File: src/rtl/brick_pkg.sv
// Shared definitions for the brick game: screen geometry and ball FSM states.
package brick_pkg;

    localparam int SCREEN_W = 640;
    localparam int SCREEN_H = 480;

    typedef enum logic [1:0] {
        ST_SERVE     = 2'd0,
        ST_MOVE      = 2'd1,
        ST_LOST      = 2'd2,
        ST_GAME_OVER = 2'd3
    } ball_state_e;

endpackage

File: src/rtl/ball_motion.sv
// Ball motion engine: serve tracking, wall/paddle reflection, floor loss,
// lives bookkeeping and game-over. All state advances only on tick_move.
//
// Handshake: there is no valid/ready pair here; tick_move is a one-clock
// strobe and every input is sampled on the clk edge where tick_move=1.
module ball_motion
    import brick_pkg::*;
#(
    parameter int BALL_SIZE   = 8,
    parameter int PADDLE_W    = 100,
    parameter int PADDLE_Y    = 440,
    parameter int LOST_TICKS  = 60,
    parameter int START_LIVES = 3
) (
    input  logic        clk,
    input  logic        rst,
    input  logic        tick_move,
    input  logic [9:0]  paddle_x,
    input  logic        launch_n,
    output logic [9:0]  ball_x,
    output logic [9:0]  ball_y,
    output logic        ball_visible,
    output logic [1:0]  lives,
    output logic        lost_pulse,
    output logic        game_over,
    output ball_state_e dbg_state_o,
    output logic        dbg_dx_left_o,
    output logic        dbg_dy_down_o
);

    localparam int CNT_W = (LOST_TICKS > 1) ? $clog2(LOST_TICKS) : 1;

    localparam logic [9:0]       SERVE_X_OFS = 10'((PADDLE_W - BALL_SIZE) / 2);
    localparam logic [9:0]       SERVE_Y     = 10'(PADDLE_Y - BALL_SIZE);
    localparam logic [9:0]       X_MAX       = 10'(SCREEN_W - BALL_SIZE);
    localparam logic [9:0]       Y_FLOOR     = 10'(SCREEN_H - BALL_SIZE);
    localparam logic [10:0]      PAD_Y_W     = 11'(PADDLE_Y);
    localparam logic [10:0]      BALL_W      = 11'(BALL_SIZE);
    localparam logic [10:0]      PAD_W_W     = 11'(PADDLE_W);
    localparam logic [CNT_W-1:0] CNT_LAST    = CNT_W'(LOST_TICKS - 1);
    localparam logic [1:0]       LIVES_INIT  = 2'(START_LIVES);

    ball_state_e      state_q, state_d;
    logic [9:0]       x_q, x_d;
    logic [9:0]       y_q, y_d;
    logic             dx_left_q, dx_left_d;
    logic             dy_down_q, dy_down_d;
    logic [1:0]       lives_q, lives_d;
    logic [CNT_W-1:0] cnt_q, cnt_d;
    logic             pulse_q, pulse_d;

    logic [9:0]       serve_x;
    logic             hit_paddle;
    logic             hit_floor;

    // Serve position and collision tests; 11-bit sums keep edge compares wrap-free
    always_comb begin
        serve_x    = paddle_x + SERVE_X_OFS;
        hit_floor  = dy_down_q && (y_q == Y_FLOOR);
        hit_paddle = dy_down_q
                  && (({1'b0, y_q} + BALL_W) == PAD_Y_W)
                  && (({1'b0, x_q} + BALL_W) > {1'b0, paddle_x})
                  && ({1'b0, x_q} < ({1'b0, paddle_x} + PAD_W_W));
    end

    // Next-state logic: FSM transitions, reflections and motion on each tick
    always_comb begin
        state_d   = state_q;
        x_d       = x_q;
        y_d       = y_q;
        dx_left_d = dx_left_q;
        dy_down_d = dy_down_q;
        lives_d   = lives_q;
        cnt_d     = cnt_q;
        pulse_d   = 1'b0;

        if (tick_move) begin
            case (state_q)
                ST_SERVE: begin
                    x_d       = serve_x;
                    y_d       = SERVE_Y;
                    dx_left_d = 1'b0;
                    dy_down_d = 1'b0;
                    if (!launch_n) state_d = ST_MOVE;
                end
                ST_MOVE: begin
                    if (hit_floor) begin
                        state_d = ST_LOST;
                        lives_d = lives_q - 2'd1;
                        cnt_d   = '0;
                        pulse_d = 1'b1;
                    end else begin
                        // Both axes reflect independently so corners bounce cleanly
                        if (dx_left_q && (x_q == 10'd0))        dx_left_d = 1'b0;
                        else if (!dx_left_q && (x_q == X_MAX))  dx_left_d = 1'b1;
                        if (!dy_down_q && (y_q == 10'd0))       dy_down_d = 1'b1;
                        else if (hit_paddle)                    dy_down_d = 1'b0;
                        x_d = dx_left_d ? (x_q - 10'd1) : (x_q + 10'd1);
                        y_d = dy_down_d ? (y_q + 10'd1) : (y_q - 10'd1);
                    end
                end
                ST_LOST: begin
                    if (cnt_q == CNT_LAST) begin
                        cnt_d = '0;
                        if (lives_q != 2'd0) begin
                            state_d   = ST_SERVE;
                            x_d       = serve_x;
                            y_d       = SERVE_Y;
                            dx_left_d = 1'b0;
                            dy_down_d = 1'b0;
                        end else begin
                            state_d = ST_GAME_OVER;
                        end
                    end else begin
                        cnt_d = cnt_q + 1'b1;
                    end
                end
                default: ;
            endcase
        end
    end

    // State registers; reset parks the ball on a paddle assumed at column 0
    always_ff @(posedge clk or negedge rst) begin
        if (!rst) begin
            state_q   <= ST_SERVE;
            x_q       <= SERVE_X_OFS;
            y_q       <= SERVE_Y;
            dx_left_q <= 1'b0;
            dy_down_q <= 1'b0;
            lives_q   <= LIVES_INIT;
            cnt_q     <= '0;
            pulse_q   <= 1'b0;
        end else begin
            state_q   <= state_d;
            x_q       <= x_d;
            y_q       <= y_d;
            dx_left_q <= dx_left_d;
            dy_down_q <= dy_down_d;
            lives_q   <= lives_d;
            cnt_q     <= cnt_d;
            pulse_q   <= pulse_d;
        end
    end

    assign ball_x        = x_q;
    assign ball_y        = y_q;
    assign ball_visible  = (state_q == ST_SERVE) || (state_q == ST_MOVE);
    assign lives         = lives_q;
    assign lost_pulse    = pulse_q;
    assign game_over     = (state_q == ST_GAME_OVER);
    assign dbg_state_o   = state_q;
    assign dbg_dx_left_o = dx_left_q;
    assign dbg_dy_down_o = dy_down_q;

endmodule
File: config.mk
export PLATFORM = sky130hd
export DESIGN_NAME = ball_motion
export DESIGN_NICKNAME = d
export VERILOG_FILES = /design/src/rtl/brick_pkg.sv /design/src/rtl/ball_motion.sv
export SDC_FILE = /design/constraint.sdc
export NUM_CORES = 1
export LEC_CHECK = 0
export CAP_MARGIN = 5
export CORE_MARGIN = 2
export CORE_UTILIZATION = 53
export CTS_CLUSTER_SIZE = 10
export DETAILED_ROUTE_END_ITERATION = 6
export HOLD_SLACK_MARGIN = 0.02
export PLACE_DENSITY = 0.77
export SLEW_MARGIN = 20
export SYNTH_ARGS = -nofsm -noshare
export SYNTH_HDL_FRONTEND = slang
export SYNTH_SLANG_ARGS = --single-unit
File: constraint.sdc
create_clock -name clk -period 6.05 [get_ports clk]
set_input_delay 0.9075 -clock clk [delete_from_list [all_inputs] [get_ports clk]]
set_output_delay 0.9075 -clock clk [all_outputs]
set_load 0.01 [all_outputs]
==> reports/qor.txt <==
outcome: completed
largest net degree at the start of global routing: 34
CTS tree: done
area growth from synthesis to layout: 17.7%
clock slew seen by the registers of the worst setup and hold paths: 0.08 ns
post-CTS setup buffer count: 0
Seq/Total Area, Yosys: 26.1%
crit path to: ball_y[9]
Hold Fails Final Rpt: 0
worst endpoint required time: 6.24 ns
fmax: 174 MHz
DRT antenna net count: 0
Max Slew Vio Count: 0
routed wire length: 7.89 mm
fin crit share: 95.0%
worst reg2reg path depth: 19
Die H: 81.9 um
Synth Instances: 380
worst skew pair latency: 0.30 ns
share of layout cells above drive strength 1: 7.55%
actual slew at the worst max-slew pin: 0.761 ns
count leader, synth: ha_1
TritonCTS buffer count: 5
initial drt markers: 173
crit path max fanout: 10
first-pass GRT wire length: 13.0 mm
router iterations before antenna repair: 5
# nets final: 485
Synth area leader: dfrtp_1
kind of critical path: in -> reg
Total Power: 1.70 mW
Syn Std Cell Area: 3210 um^2
syn nets: 442
WL per Instance: 15.8 um
Post-synth top cells: ha_1, nand2_1, o21ai_0
LEAKAGE: 1.64 nW
Seq cells post-synth: 33
pre-CTS setup slack: 0.121 ns
Clock Tree Root: clkbuf_8
hold_buf cts: 0
yosys warns: 0
GR Overflow Total: 0
initial core utilization: 54.6%
Core Util, Final: 64.3%
DIE WIDTH: 81.9 um
cts repair resizes: 0
slowest cell on the critical path: clkdlybuf4s50_1
Post-synth EDFFs: 0
largest cells by area after synthesis: dfrtp_1, ha_1, dfstp_2, xnor2_1, o21ai_0
core area: 5890 um^2
CTS H-tree depth: 2
power per cell area: 449 nW/um^2
clock sink count: 33
Ant. Diodes: 0
antenna violations before repair: 0
unrepaired setup endpoints after global routing: no
worst r2r dst: ball_y[9]
Top cell by count, worst path: ha_1
crit-path cells: clkdlybuf4s50_1, ha_1, a211oi_1, nor2_1, xnor2_1, ha_1, a211oi_1, o21a_1, o21ai_0, a221oi_2, nor2_1, inv_1, ha_1, a21oi_1, o211ai_1, o41ai_1, o21ai_0, o21bai_1, and4b_1, a211o_1
vias per inst: 5.86
die area: 6700 um^2
VDD IR max: 0.261 mV
Clock Path Buffers: 2
Final Setup Violations: 0
post-synth top area share: 17.9%
Main synth FF type: dfrtp_1
Overall Global Routing Usage: 25.1%
# rows: 28
post-synthesis area per instance: 8.46 um^2
WHS Path Cells: 1
synth unique cells: 68
final clock skew: 0.0113 ns
slew margin rel.: 48.8%
Critical Path Start: paddle_x[2]
RePlAce Congestion: 0.902
vias in the first global route: 2810
ys async rst share: 100%
CP arrival: 5.94 ns
worst reg2reg setup slack: 1.35 ns
type of origin of the critical path: primary input
PnR worst setup slack: 0.301 ns
vias: 2922
post-route setup TNS: 0 ns
port bufs: 42
# DRC: 0
kind of end point of the critical path: flip-flop
post-DP HPWL: 6.02 mm
post-route minimum period: 5.75 ns
critical path's largest stage delay: 0.48 ns
max-cap viol count: 0
hold crit path type: reg -> reg
io pins: 43
RR Startpoint: ball_x[3]
-- cell families after synthesis --
family / share of synthesized area [%]
flops: 26.1
mux: 0.662
compound gates: 21.4
simple gates: 20.7
buf+inv: 4.17
xor+xnor: 7.90
fa+ha+maj: 19.2
-- flip-flops by register name, summed over array words and instances (netlist names) --
name,flops
dbg_state_o,2
dbg_dy_down_o,1
dbg_dx_left_o,1
cnt_q,6
ball_y,10
lost_pulse,1
ball_x,10
lives,2
-- worst min-delay path by stage --
| stage | start | to |
|---|---|---|
| 3_3_place_gp | lives[1] | lives[1] |
| 2_1_floorplan | cnt_q[5] | cnt_q[5] |
| 4_1_cts | lives[0] | lives[0] |
| 3_5_place_dp | lives[0] | lives[0] |
| 6_report | lives[0] | lives[0] |
| 5_1_grt | lives[0] | lives[0] |
-- per-stage QoR --
step                std cells  hold WS [ns]  area [um^2]
floorplan                 380         0.470         3210
global placement          491         0.478         3700
detailed placement        491         0.492         3700
CTS                       499         0.503         3780
global route              499         0.512         3780
finish                    499         0.499         3780
-- routing by layer --
metal / vias to the layer above / track usage [%] / share of wire (%)
met2: 74 / 42.4 / 47
met4: 0 / 6.33 / 1.0
li1: 1464 / - / -
met3: 9 / 4.29 / 3.9
met5: - / 0 / 0
met1: 1375 / 33.2 / 48
-- report_power, final --
part	total [mW]	switching, mW	internal [mW]
Clock	0.169	0.0887	0.0798
Combinational	1.08	0.566	0.511
Sequential	0.452	0.144	0.308
-- critical path, delay by kind of cell --
| kind | cells | cell delay [ns] |
|---|---|---|
| AO/OA/AOI/OAI | 11 | 2.81 |
| adder cells (fa/ha/maj) | 3 | 0.86 |
| buffers and inverters | 2 | 0.76 |
| AND/OR/NAND/NOR | 3 | 0.39 |
| XOR/XNOR | 1 | 0.20 |
-- placed cells by master, fill, tap and decap left out, types with 5 or more instances in the layout --
cell	netlist	final
clkbuf_8	0	5
inv_1	24	24
ha_1	46	46
xnor2_1	25	25
nand3_1	11	11
dfrtp_1	23	23
a21oi_1	19	19
dfstp_2	10	10
nand2_1	37	37
clkdlybuf4s50_1	0	42
nand2b_1	6	6
nor2_1	29	29
o21ai_0	32	32
nor3_1	11	11
a211oi_1	5	5
-- layout make-up --
| class | count | area [um^2] |
|---|---|---|
| flip-flops and latches | 33 | 838 |
| clock inverters | 2 | 10.0 |
| fillers | 497 | 2100 |
| clock buffers | 6 | 72.6 |
| inverters | 26 | 97.6 |
| multi-input cells | 314 | 2240 |
| well taps | 75 | 93.8 |
| repair buffers | 43 | 428 |
(Power assumes the default switching activity.)
